**src/rtl/img_cap_pkg.sv**
```systemverilog
// Shared types and constants for the img_cap video-stream sink.
package img_cap_pkg;

  typedef enum logic [1:0] {
    StWaitVs,
    StCapture,
    StDrain
  } state_e;

  localparam int unsigned ErrLineLen    = 0;
  localparam int unsigned ErrShortFrame = 1;
  localparam int unsigned ErrExtraLine  = 2;
  localparam int unsigned ErrOverflow   = 3;

  localparam int unsigned PIX_PER_WORD = 4;

endpackage

```
**src/rtl/img_cap_fifo.sv**
```systemverilog
// Synchronous first-word-fall-through FIFO; dout is valid whenever empty is low.
module img_cap_fifo #(
  parameter int unsigned WIDTH = 36,
  parameter int unsigned DEPTH = 8
) (
  input  logic             clk,
  input  logic             rst_n,
  input  logic             push,
  input  logic [WIDTH-1:0] din,
  output logic             full,
  input  logic             pop,
  output logic             empty,
  output logic [WIDTH-1:0] dout
);

  localparam int unsigned PtrW = $clog2(DEPTH);
  localparam int unsigned CntW = PtrW + 1;

  logic [WIDTH-1:0] mem_q [DEPTH];
  logic [PtrW-1:0]  wptr_q, wptr_d, rptr_q, rptr_d;
  logic [CntW-1:0]  cnt_q, cnt_d;
  logic             do_push, do_pop;

  assign full  = (cnt_q == CntW'(DEPTH));
  assign empty = (cnt_q == '0);
  assign dout  = mem_q[rptr_q];

  // A push while full is accepted only if a pop frees the slot on the same edge.
  always_comb begin
    do_pop  = pop & ~empty;
    do_push = push & (~full | do_pop);
    wptr_d  = wptr_q + PtrW'(do_push);
    rptr_d  = rptr_q + PtrW'(do_pop);
    cnt_d   = cnt_q + CntW'(do_push) - CntW'(do_pop);
  end

  always_ff @(posedge clk or negedge rst_n) begin
    if (!rst_n) begin
      wptr_q <= '0;
      rptr_q <= '0;
      cnt_q  <= '0;
    end else begin
      wptr_q <= wptr_d;
      rptr_q <= rptr_d;
      cnt_q  <= cnt_d;
    end
  end

  always_ff @(posedge clk) begin
    if (do_push) mem_q[wptr_q] <= din;
  end

endmodule

```
**src/rtl/img_cap.sv**
```systemverilog
// Video-stream sink: frames vs/de/data, checks geometry and packs pixels into
// addressed 32-bit words on a valid/ready port.
module img_cap
  import img_cap_pkg::*;
#(
  parameter int unsigned ACTIVE_IW  = 640,
  parameter int unsigned ACTIVE_IH  = 480,
  parameter int unsigned FIFO_DEPTH = 8,
  parameter int unsigned AW         = $clog2(ACTIVE_IW * ACTIVE_IH / 4)
) (
  input  logic          clk,
  input  logic          rst_n,
  input  logic          vs,
  input  logic          de,
  input  logic [7:0]    data,
  output logic          m_valid,
  input  logic          m_ready,
  output logic [31:0]   m_data,
  output logic [AW-1:0] m_addr,
  output logic          m_last,
  output logic          frame_done,
  output logic [3:0]    err_flags,
  output logic [15:0]   frame_cnt
);

  localparam int unsigned Words = ACTIVE_IW * ACTIVE_IH / PIX_PER_WORD;
  localparam int unsigned PixW  = 16;
  localparam int unsigned LineW = $clog2(ACTIVE_IH + 1);
  localparam int unsigned FifoW = 32 + AW + 1;

  state_e           state_q, state_d;
  logic             vs_q, de_q;
  logic [PixW-1:0]  pix_cnt_q, pix_cnt_d;
  logic [LineW-1:0] line_cnt_q, line_cnt_d;
  logic [23:0]      pack_q, pack_d;
  logic [AW-1:0]    addr_q, addr_d;
  logic [3:0]       err_q, err_d;
  logic             frame_done_q, frame_done_d;
  logic [15:0]      frame_cnt_q, frame_cnt_d;

  logic             word_push, fifo_push, fifo_pop, fifo_full, fifo_empty;
  logic             frame_start, line_end, pending;
  logic [31:0]      word_data;
  logic [FifoW-1:0] fifo_dout;

  // pix_cnt != 0 rejects a de fall left over from a line seen before capture began.
  assign line_end = de_q & ~de & (pix_cnt_q != '0);
  assign pending  = (pix_cnt_q[1:0] != 2'd0);
  assign fifo_pop = ~fifo_empty & m_ready;

  always_comb begin
    state_d      = state_q;
    pix_cnt_d    = pix_cnt_q;
    line_cnt_d   = line_cnt_q;
    pack_d       = pack_q;
    addr_d       = addr_q;
    err_d        = err_q;
    frame_done_d = 1'b0;
    frame_cnt_d  = frame_cnt_q;
    frame_start  = 1'b0;
    word_push    = 1'b0;
    word_data    = '0;

    unique case (state_q)
      StWaitVs: begin
        if (vs && !vs_q) begin
          frame_start = 1'b1;
          state_d     = StCapture;
        end
      end
      StCapture: begin
        if (vs && !vs_q) begin
          // New frame before this one finished: close it and restart at once.
          frame_done_d = 1'b1;
          frame_cnt_d  = frame_cnt_q + 16'd1;
          frame_start  = 1'b1;
        end else if (!vs) begin
          if (pending) begin
            word_push = 1'b1;
            word_data = {8'h00, pack_q};
          end
          if (!(line_end && line_cnt_q == LineW'(ACTIVE_IH - 1))) begin
            err_d[ErrShortFrame] = 1'b1;
          end
          frame_done_d = 1'b1;
          frame_cnt_d  = frame_cnt_q + 16'd1;
          pix_cnt_d    = '0;
          pack_d       = '0;
          state_d      = StWaitVs;
        end else if (de) begin
          unique case (pix_cnt_q[1:0])
            2'd0: pack_d[7:0]   = data;
            2'd1: pack_d[15:8]  = data;
            2'd2: pack_d[23:16] = data;
            default: begin
              word_push = 1'b1;
              word_data = {data, pack_q};
              pack_d    = '0;
            end
          endcase
          pix_cnt_d = (pix_cnt_q == '1) ? pix_cnt_q : pix_cnt_q + 1'b1;
        end else if (line_end) begin
          if (pix_cnt_q != PixW'(ACTIVE_IW)) err_d[ErrLineLen] = 1'b1;
          if (pending) begin
            word_push = 1'b1;
            word_data = {8'h00, pack_q};
          end
          pix_cnt_d  = '0;
          pack_d     = '0;
          line_cnt_d = line_cnt_q + 1'b1;
          if (line_cnt_q == LineW'(ACTIVE_IH - 1)) begin
            frame_done_d = 1'b1;
            frame_cnt_d  = frame_cnt_q + 16'd1;
            state_d      = StDrain;
          end
        end
      end
      StDrain: begin
        if (de && !de_q) err_d[ErrExtraLine] = 1'b1;
        if (!vs) state_d = StWaitVs;
      end
      default: state_d = StWaitVs;
    endcase

    if (frame_start) begin
      err_d      = '0;
      line_cnt_d = '0;
      pix_cnt_d  = '0;
      pack_d     = '0;
      addr_d     = '0;
    end else if (word_push) begin
      // Dropped words still consume an address so the loss is visible downstream.
      addr_d = addr_q + 1'b1;
    end

    fifo_push = word_push & (~fifo_full | fifo_pop);
    if (word_push && fifo_full && !fifo_pop) err_d[ErrOverflow] = 1'b1;
  end

  always_ff @(posedge clk or negedge rst_n) begin
    if (!rst_n) begin
      state_q      <= StWaitVs;
      vs_q         <= 1'b1;
      de_q         <= 1'b0;
      pix_cnt_q    <= '0;
      line_cnt_q   <= '0;
      pack_q       <= '0;
      addr_q       <= '0;
      err_q        <= '0;
      frame_done_q <= 1'b0;
      frame_cnt_q  <= '0;
    end else begin
      state_q      <= state_d;
      vs_q         <= vs;
      de_q         <= de;
      pix_cnt_q    <= pix_cnt_d;
      line_cnt_q   <= line_cnt_d;
      pack_q       <= pack_d;
      addr_q       <= addr_d;
      err_q        <= err_d;
      frame_done_q <= frame_done_d;
      frame_cnt_q  <= frame_cnt_d;
    end
  end

  img_cap_fifo #(
    .WIDTH(FifoW),
    .DEPTH(FIFO_DEPTH)
  ) u_fifo (
    .clk  (clk),
    .rst_n(rst_n),
    .push (fifo_push),
    .din  ({word_data, addr_q, addr_q == AW'(Words - 1)}),
    .full (fifo_full),
    .pop  (fifo_pop),
    .empty(fifo_empty),
    .dout (fifo_dout)
  );

  assign m_valid    = ~fifo_empty;
  assign m_data     = m_valid ? fifo_dout[FifoW-1 -: 32] : '0;
  assign m_addr     = m_valid ? fifo_dout[AW:1] : '0;
  assign m_last     = m_valid & fifo_dout[0];
  assign frame_done = frame_done_q;
  assign err_flags  = err_q;
  assign frame_cnt  = frame_cnt_q;

endmodule

```
**config.mk**
```make
export PLATFORM = sky130hd
export DESIGN_NAME = img_cap
export DESIGN_NICKNAME = d
export VERILOG_FILES = /design/src/rtl/img_cap_pkg.sv /design/src/rtl/img_cap_fifo.sv /design/src/rtl/img_cap.sv
export SDC_FILE = /design/constraint.sdc
export NUM_CORES = 1
export LEC_CHECK = 0
export CORE_ASPECT_RATIO = 1.4
export CORE_MARGIN = 2
export CORE_UTILIZATION = 60
export DETAILED_ROUTE_END_ITERATION = 10
export HOLD_SLACK_MARGIN = 0.05
export PLACE_DENSITY = 0.77
export REMOVE_ABC_BUFFERS = 1
export SLEW_MARGIN = 20
export SYNTH_ARGS = -nofsm -noshare
export SYNTH_HDL_FRONTEND = slang
export SYNTH_SLANG_ARGS = --single-unit
```
**constraint.sdc**
```tcl
create_clock -name clk -period 10.9 [get_ports clk]
set_input_delay 1.635 -clock clk [delete_from_list [all_inputs] [get_ports clk]]
set_output_delay 1.635 -clock clk [all_outputs]
set_load 0.02 [all_outputs]
```
==> reports/metrics.yaml, run 1 <==
final_area_um2: 23480
finClkSkew_ps: 15.18
p_leak_nw: 8.392
routed_wl_mm: 42.61
period_share_pct: 48.71
max_cap_viol_count: 0
finalHoldViolCount: 0
hold_buffers: 0
viasPerCell: 6.272
crit_slowest_cell: "dfrtp_4"
max_stage_delay_ps: 890
initial_core_util_pct: 60.70
setup_viol: 0
seq_area_frac_synth_pct: 70.39
regArea_um2: 14550
cts_tree: "yes"
rows: 80
yosysTopAreaCell: "edfxtp_1"
die-area_um2: 35950
pwr-share-seq_pct: 43.0
cts_buffer_depth: 3
port_buffers: 84
pre_cts_ws_ps: 4772
drt-initial-drc-count: 870
met1_length_mm: 16.50
crit_required_ps: 9270
drive_gt1_share_pct: 15.59
cts_sinks: 501
final_nets: 1343
multiInputGateArea_um2: 5764
top_layer_used: "met4"
synthFlopType: "edfxtp_1"
fin_ws_ps: 5591
tightest_slew_ps: 1061
clock_latency_ps: 560
p_int_w: 0.003716
syn_area_um2: 20660
grt_pass1_wl_mm: 66.39
ir_drop_v: 0.0001308
io_pins: 85
wl_met2_mm: 22.36
wl_per_cell_um: 23.70
first_pass_iters: 5
grt-ovfl-total: 0
p_per_area_nw_per_um2: 220.4
cp_data_arrival_time_ps: 3670
ctsRootBufferMaster: "clkbuf_16"
maxSlewHeadroom_pct: 29.29
placed_area_um2: 21930
antenna_found_initial: 0
cts.clk_slew.worst_paths_ps: 60
crit_chain: "buf_4, mux4_2, mux2i_1, nor2_1, clkdlybuf4s50_1"
track_usage_pct: 24.32
fp.dieH_um: 223.5
clock_power_share_pct: 31.3
synth-async-reset-ratio_pct: 20.16
route.met3.wl_mm: 2.467
syn_avg_cell_area_um2: 16.79
rsz0062_at_grt: "no"
yosysUniqueCellTypes: 64
numCtsBuffers: 45
yosys_warnings: 0
hold_path.class: "reg2reg"
cp-start-kind: "flop"
grt_pass1_vias: 11610
power_frac_comb_pct: 25.8
synth_commonest_cells: "400 x edfxtp_1, 100 x dfrtp_1, 100 x mux4_2"
crit_type: "reg2out"
synth_most_common_cell: "edfxtp_1"
areaGrowthSynthToFinish_pct: 13.66
htreeDepth: 2
antenna_left: 0
post-cts-setup-buffers: 0
grt_start_max_net_pins: 70
synth_top_area_share_pct: 58.15
cp-end-kind: "output port"
place.gp.congestion: 0.8223
fp.dieW_um: 160.8
antenna_cells: 0
synth-edff-count: 400
netlist_instances: 1230
critPathMaxFanout: 37
core_um2: 34030
max_freq_mhz: 188.4
ys_ff_latch: 501
cts.repair.resized: 0
swShare_pct: 28.17
power_switching_w: 0.001457
slew_violations: 0
drc_errors: 0
fillers: 2175
fin_setup_tns_ps: 0
status: "complete, no violations"
dp_hpwl_mm: 23.96
synth_area_leaders: "edfxtp_1 58%, dfrtp_1 12%, mux4_2 11%"
period_minus_slack_ps: 5309
vias: 11280
==> registers in the layout (all words and copies together), names as in the netlist <==
name           flops
u_fifo.mem_q     400
pack_q            24
addr_q            17
frame_cnt         16
pix_cnt_q         16
line_cnt_q         9
err_flags          4
u_fifo.cnt_q       4
u_fifo.rptr_q      3
u_fifo.wptr_q      3
state_q            2
de_q               1
frame_done         1
vs_q               1
==> power by group through the flow <==
stage	sequential (W)	combinational [W]	clock [W]
5_1_grt	0.00224	0.00142	0.00171
6_report	0.00222	0.00133	0.00162
4_1_cts	0.00226	0.00132	0.00164
3_3_place_gp	0.00230	0.00129	0
2_1_floorplan	0.00233	0.000826	0
3_5_place_dp	0.00230	0.00131	0
==> worst max-delay path: cells and delay by family (launching register included) <==
kind / cells / cell delay, ps
mux: 2 / 890
flops: 1 / 890
buf+inv: 2 / 1240
simple gates: 1 / 90
==> path summary, 6_finish.rpt <==
kind | from | end | slack (ps) | cells past startpoint
worst max register to register | pix_cnt_q[0] | u_fifo.mem_q[2][38] | 6400 | 6
min in group asynchronous | rst_n | frame_cnt[3] | 1010 | 1
worst max-delay path | u_fifo.rptr_q[0] | m_data[22] | 5590 | 5
worst min register to register | frame_cnt[15] | frame_cnt[15] | 470 | 1
max in group asynchronous | rst_n | u_fifo.rptr_q[2] | 8510 | 2
worst min-delay path | frame_cnt[15] | frame_cnt[15] | 470 | 1
==> per-layer routing <==
layer	track usage (%)	up-vias
met5	0	-
met4	8.583	0
met3	3.518	95
met2	42.49	402
met1	31.60	5798
li1	-	4982
==> cell usage in the layout, fill, tap and decap left out, types with 19 or more instances in the layout <==
master / instances
clkbuf_16: 47
nand2_1: 45
buf_4: 19
inv_1: 22
edfxtp_1: 400
and3_1: 19
o21ai_1: 19
dfrtp_1: 97
o31ai_1: 22
o21ai_0: 33
clkdlybuf4s50_1: 83
a21oi_1: 26
mux2i_1: 51
nor2_1: 87
and2_1: 27
mux4_2: 100
nand3_1: 37
==> logic make-up after synthesis <==
kind of cell / synth area share (%)
adders and majority gates: 1.127
muxes: 13.43
AOI/OAI and AO/OA: 4.040
xor gates and xnor gates: 1.399
buffers and inverters: 1.969
and+or+nand+nor: 7.650
DFF: 70.39
==> area by class of cell <==
type                            count  area share, %
Sequential cell                   501          61.98
Multi-Input combinational cell    638          24.55
Clock buffer                       61          5.361
Timing Repair Buffer              103          4.263
Tap cell                          451          2.403
Clock inverter                     21          1.076
Inverter                           23         0.3677
==> stage by stage <==
step                      util, %  power [W]  cells  hold slack, ps
after global routing        68.99   0.005373   1798           480.8
final                       68.99   0.005174   1798           471.0
after floorplan                 -   0.003154   1162           452.1
after CTS                   68.89   0.005217   1797           473.4
after detailed placement    64.45   0.003605   1715           456.5
after global placement      64.45   0.003591   1715           458.0
No activity file was read; power rests on OpenSTA's default activity.
==> inputs of run 2 (changes only) <==
--- a/config.mk
+++ b/config.mk
@@ -7,10 +7,10 @@
 export LEC_CHECK = 0
 export CORE_ASPECT_RATIO = 1.4
 export CORE_MARGIN = 2
-export CORE_UTILIZATION = 60
+export CORE_UTILIZATION = 55
 export DETAILED_ROUTE_END_ITERATION = 10
 export HOLD_SLACK_MARGIN = 0.05
-export PLACE_DENSITY = 0.77
+export PLACE_DENSITY = 0.74
 export REMOVE_ABC_BUFFERS = 1
 export SLEW_MARGIN = 20
 export SYNTH_ARGS = -nofsm -noshare
==> constraint.sdc (replaced) <==
create_clock -name clk -period 4.7 [get_ports clk]
set_input_delay 0.705 -clock clk [delete_from_list [all_inputs] [get_ports clk]]
set_output_delay 0.705 -clock clk [all_outputs]
set_load 0.02 [all_outputs]
==> reports/metrics.yaml, run 2 (synthesis gave the netlist of run 1 again) <==
period_minus_slack_ps: 3976
first_pass_iters: 7  # was 5
rows: 84  # was 80
ff2ff_setup_slack_ps: 1620  # was 6400 ps
cp-start-kind: "flop"  # unchanged
cts_buffer_depth: 3  # unchanged
cts.clk_slew.worst_paths_ps: 60  # about the same
routed_wl_mm: 42.22  # was 42.61 mm
crit_buf_inv: 2  # unchanged
htreeDepth: 2  # unchanged
dp.cells: 1751  # was 1715
viasPerCell: 6.194  # was 6.272
ir_drop_v: 0.0003436  # was 0.0001308 V
r2r-start: "pix_cnt_q[0]"  # unchanged
max_stage_delay_ps: 790  # was 890 ps
drc_errors: 0  # unchanged
p_leak_nw: 8.404  # was 8.392 nW
rsz0062_at_grt: "no"  # unchanged
cp_data_arrival_time_ps: 3270  # was 3670 ps
drive_gt1_share_pct: 16.41  # was 15.59%
initial_core_util_pct: 55.37  # was 60.70%
numCtsBuffers: 44  # was 45
io_pins: 85  # unchanged
crit_required_ps: 3990  # was 9270 ps
max_cap_viol_count: 0  # unchanged
fp.dieW_um: 167.8  # was 160.8 um
tightest_slew_ps: 1056  # was 1061 ps
grt_pass1_wl_mm: 66.73  # was 66.39 mm
crit_type: "reg2out"  # unchanged
pre_cts_ws_ps: 961.2  # was 4772 ps
antenna_cells: 0  # unchanged
vias: 11350  # was 11280
total_power_w: 0.01180  # was 0.005174 W
core_um2: 37310  # was 34030 um2
fillers: 2608  # was 2175
fin_setup_tns_ps: 0  # unchanged
layout_common_cells: "400 x edfxtp_1, 100 x mux4_2, 97 x dfrtp_1, 87 x nor2_1, 83 x clkdlybuf4s50_1"  # unchanged
slew_violations: 0  # unchanged
critPathMaxFanout: 27  # was 37
ctsRootBufferMaster: "clkbuf_16"  # unchanged
met1_length_mm: 16.62  # was 16.50 mm
top_layer_used: "met4"  # unchanged
max_freq_mhz: 251.5
crit_slowest_cell: "dfrtp_4"  # unchanged
finalHoldViolCount: 0  # unchanged
track_usage_pct: 22.25  # was 24.32%
antenna_found_initial: 0  # unchanged
hold_path.class: "in2async"  # was reg2reg
final_common_cell: "edfxtp_1"  # unchanged
final_cells: 1832  # was 1798
top_regs: "u_fifo.mem_q: 400 flops, pack_q: 24 flops, addr_q: 17 flops"  # unchanged
cts.repair.resized: 0  # unchanged
port_buffers: 84  # unchanged
status: "complete, no violations"  # unchanged
holdWs_ps: 168.1  # was 471.0 ps
dp_hpwl_mm: 26.05  # was 23.96 mm
final_nets: 1355  # was 1343
post-cts-setup-buffers: 0  # unchanged
setup_viol: 0  # unchanged
wl_met2_mm: 22.28  # was 22.36 mm
antenna_left: 0  # unchanged
cts_sinks: 501  # unchanged
p_per_area_nw_per_um2: 502.0  # was 220.4 nW/um2
clock_latency_ps: 560  # about the same
route.met3.wl_mm: 2.197  # was 2.467 mm
cts_tree: "yes"  # unchanged
fp.dieH_um: 233.3  # was 223.5 um
die-area_um2: 39150  # was 35950 um2
cp-end-kind: "output port"  # unchanged
drt-initial-drc-count: 878  # was 870
maxSlewHeadroom_pct: 29.59  # was 29.29%
cp_top_family: "buffers and inverters"  # unchanged
areaGrowthSynthToFinish_pct: 13.79  # was 13.66%
grt_start_max_net_pins: 55  # was 70
hold_buffers: 0  # unchanged
r2r-end: "pack_q[19]"  # was u_fifo.mem_q[2][38]
place.gp.congestion: 0.8399  # was 0.8223
crit_chain: "buf_4, mux4_2, mux2i_1, nor2_1, clkdlybuf4s50_1"  # unchanged
crit_start: "u_fifo.rptr_q[0]"  # unchanged
largest_reg_flops: 400  # unchanged
period_share_pct: 84.60
grt_pass1_vias: 11600  # was 11610
fin_ws_ps: 724.0  # was 5591 ps
grt-ovfl-total: 0  # unchanged
top_register: "u_fifo.mem_q"  # unchanged
finClkSkew_ps: 19.06  # was 15.18 ps
rr_worst_depth: 8  # was 6
wl_per_cell_um: 23.04  # was 23.70 um
run 2: cell count changes in the layout (fill, tap and decap cells not counted), moves of 2 or more:
| cell | change |
|---|---|
| nor3_2 | +2 |
| buf_12 | +3 |
| bufinv_16 | -4 |
| clkinvlp_4 | +2 |
| clkinv_1 | -4 |
| clkinv_2 | -2 |
| clkbuf_16 | -2 |
| clkbuf_1 | +4 |
| buf_4 | +11 |
| inv_6 | +3 |
run 2: power breakdown:
part	total [W]	internal [W]	switching [W]	leakage, nW
logic	0.00313	0.00160	0.00153	2.53
clock network	0.00351	0.00196	0.00156	0.674
registers	0.00515	0.00483	0.000322	5.20
run 2: worst max-delay path by stage:
stage	endpoint	slack (ps)	cells past startpoint
2_1_floorplan	u_fifo.mem_q[1][0]	-2850	5
3_3_place_gp	u_fifo.mem_q[4][34]	1070	8
3_5_place_dp	u_fifo.mem_q[4][34]	960	8
4_1_cts	m_addr[8]	580	5
5_1_grt	m_addr[7]	510	5
6_report	m_addr[8]	720	5
run 2: through the flow:
step / util [%] / instance area [um2]
detailed placement: 59.24 / 22100
global placement: 59.24 / 22100
finish: 63.00 / 23510
floorplan: - / 20340
global route: 63.00 / 23510
CTS: 62.99 / 23500
run 2: final cells by class:
type | count | area [um2] | share of cell area, %
Sequential cell | 501 | 14550 | 61.90
Timing Repair Buffer | 116 | 1116 | 4.748
Inverter | 23 | 86.33 | 0.3673
Multi-Input combinational cell | 638 | 5763 | 24.52
Tap cell | 473 | 591.8 | 2.518
Clock buffer | 64 | 1237 | 5.264
Clock inverter | 17 | 160.2 | 0.6813
run 2: per-layer routing:
layer  global-route usage (%)  up-vias
met3                    2.880       82
met5                        0        -
met2                    39.22      377
met1                    28.97     5881
met4                    7.147        0
li1                         -     5007
==> inputs of run 3 (changes only) <==
==> constraint.sdc (replaced) <==
create_clock -name clk -period 3.39 [get_ports clk]
set_input_delay 0.5085 -clock clk [delete_from_list [all_inputs] [get_ports clk]]
set_output_delay 0.5085 -clock clk [all_outputs]
set_load 0.02 [all_outputs]
==> reports/metrics.yaml, run 3 (synthesis gave the netlist of run 1 again) <==
cts_sinks: 501  # unchanged
numCtsBuffers: 45  # was 44
antenna_found_initial: 0  # unchanged
wl_per_cell_um: 23.18  # was 23.04 um
drt-initial-drc-count: 1082  # was 878
grt-ovfl-total: 0  # unchanged
p_per_area_nw_per_um2: 695.5  # was 502.0 nW/um2
finalHoldViolCount: 0  # unchanged
tightest_slew_ps: 952.8  # was 1056 ps
layout_common_cells: "400 x edfxtp_1, 100 x mux4_2, 97 x dfrtp_1, 87 x nor2_1, 80 x clkdlybuf4s50_1"  # was 400 x edfxtp_1, 100 x mux4_2, 97 x dfrtp_1, 87 x nor2_1, 83 x clkdlybuf4s50_1
clock_latency_ps: 550  # was 560 ps
top_regs: "u_fifo.mem_q: 400 flops, pack_q: 24 flops, addr_q: 17 flops"  # unchanged
power_frac_comb_pct: 28.3  # was 26.6%
grt_pass1_wl_mm: 66.87  # was 66.73 mm
first_pass_iters: 5  # was 7
vias: 11300  # was 11350
cp-start-kind: "flop"  # unchanged
max_freq_mhz: 302.7
drc_errors: 0  # unchanged
antenna_left: 0  # unchanged
dp_hpwl_mm: 24.63  # was 26.05 mm
route.met3.wl_mm: 2.199  # was 2.197 mm
routed_wl_mm: 42.74  # was 42.22 mm
ff2ff_setup_slack_ps: 770  # was 1620 ps
placed_area_um2: 22310  # was 22100 um2
clock_power_share_pct: 29.2  # was 29.8%
regArea_um2: 14550  # unchanged
io_pins: 85  # unchanged
wl_met2_mm: 22.63  # was 22.28 mm
htreeDepth: 2  # unchanged
die-area_um2: 39150  # unchanged
hold_path.class: "reg2reg"  # was in2async
swShare_pct: 28.39  # was 28.91%
final_common_cell: "edfxtp_1"  # unchanged
maxSlewHeadroom_pct: 36.25  # was 29.59%
p_leak_nw: 8.559  # was 8.404 nW
crit_type: "reg2out"  # unchanged
fin_setup_tns_ps: 0  # unchanged
critPathMaxFanout: 15  # was 27
initial_core_util_pct: 55.37  # unchanged
status: "complete, no violations"  # unchanged
total_power_w: 0.01656  # was 0.01180 W
met1_length_mm: 17.02  # was 16.62 mm
place.gp.congestion: 0.8527  # was 0.8399
finClkSkew_ps: 16.19  # was 19.06 ps
top_layer_used: "met4"  # unchanged
areaGrowthSynthToFinish_pct: 15.27  # was 13.79%
rows: 84  # unchanged
setup_viol: 0  # unchanged
grt_start_max_net_pins: 55  # unchanged
p_int_w: 0.01186  # was 0.008389 W
period_share_pct: 97.45
period_minus_slack_ps: 3304
max_cap_viol_count: 0  # unchanged
final_area_um2: 23810  # was 23510 um2
grt_pass1_vias: 11630  # was 11600
antenna_cells: 0  # unchanged
fp.dieH_um: 233.3  # unchanged
cts.clk_slew.worst_paths_ps: 60  # about the same
cp_data_arrival_time_ps: 2800  # was 3270 ps
cts_tree: "yes"  # unchanged
fp.dieW_um: 167.8  # unchanged
fillers: 2542  # was 2608
pwr-share-seq_pct: 42.5  # was 43.7%
utilization_pct: 63.82  # was 63.00%
top_register: "u_fifo.mem_q"  # unchanged
cts_buffer_depth: 3  # unchanged
viasPerCell: 6.126  # was 6.194
drive_gt1_share_pct: 16.92  # was 16.41%
multiInputGateArea_um2: 5762  # was 5763 um2
port_buffers: 84  # unchanged
final_nets: 1370  # was 1355
ctsRootBufferMaster: "clkbuf_16"  # unchanged
track_usage_pct: 22.38  # was 22.25%
core_um2: 37310  # unchanged
cp-end-kind: "output port"  # unchanged
crit_required_ps: 2880  # was 3990 ps
ir_drop_v: 0.0004715  # was 0.0003436 V
power_switching_w: 0.004701  # was 0.003411 W
slew_violations: 0  # unchanged
largest_reg_flops: 400  # unchanged
[run 3: cell types whose count changed in the layout (fill, tap and decap cells not counted), moves of 2 or more]
| cell | previous run | this run |
|---|---|---|
| inv_6 | 4 | 1 |
| buf_4 | 30 | 28 |
| buf_16 | 0 | 2 |
| dlymetal6s2s_1 | 0 | 3 |
| clkinv_1 | 3 | 7 |
| clkbuf_1 | 15 | 13 |
| buf_6 | 0 | 2 |
| clkdlybuf4s50_1 | 83 | 80 |
| buf_12 | 3 | 13 |
| clkinvlp_4 | 3 | 1 |
[run 3: worst max-delay path, cell delays in order (launching register included)]
cell and delay, ps:
dfrtp_4 540, buf_6 260, mux4_2 540, mux2i_1 270, nor2_1 80, clkdlybuf4s50_1 550
[run 3: cell type report]
type	instances	share of cell area, %
clock buffer	64	5.328
multi-input combinational	638	24.20
inverter	23	0.3626
timing repair buffer	130	6.001
sequential	501	61.11
tap	473	2.485
clock inverter	15	0.5150
[run 3: final timing paths]
check,from,cells past startpoint,end
setup / recovery,u_fifo.rptr_q[0],5,m_addr[7]
hold / removal,frame_cnt[15],1,frame_cnt[15]
setup reg to reg,addr_q[3],4,u_fifo.mem_q[3][0]
hold reg to reg,frame_cnt[15],1,frame_cnt[15]
max in group asynchronous,rst_n,3,vs_q
min in group asynchronous,rst_n,2,frame_cnt[3]
[run 3: through the flow]
stage / setup slack [ps] / cells / hold WS, ps
2_1_floorplan: -4081 / 1162 / 212.9
3_3_place_gp: 431.4 / 1760 / 456.7
3_5_place_dp: 416.9 / 1760 / 476.9
4_1_cts: 10.27 / 1844 / 490.9
5_1_grt: -0.3366 / 1844 / 492.2
6_report: 86.46 / 1844 / 480.9
[run 3: power groups by stage]
stage	combinational, W	clock (W)	sequential, W
after floorplan	0.00260	0	0.00746
after global placement	0.00452	0	0.00723
after detailed placement	0.00455	0	0.00723
after CTS	0.00477	0.00492	0.00704
after global routing	0.00502	0.00512	0.00706
final	0.00468	0.00484	0.00704
[run 3: layer usage]
metal,up-vias,global-route usage [%]
met1,5838,29.10
li1,5037,-
met5,-,0
met2,360,39.90
met3,62,2.796
met4,0,6.495
[run 3: timing repair]
item                       in CTS  in global routing
gates resized for setup         2                  6
buffers inserted                3                  0
gates cloned                    1                  0
setup endpoints to repair      32                  6
pin swaps                       0                  0
hold endpoints to repair       47                  0
hold buffers                    1                  0
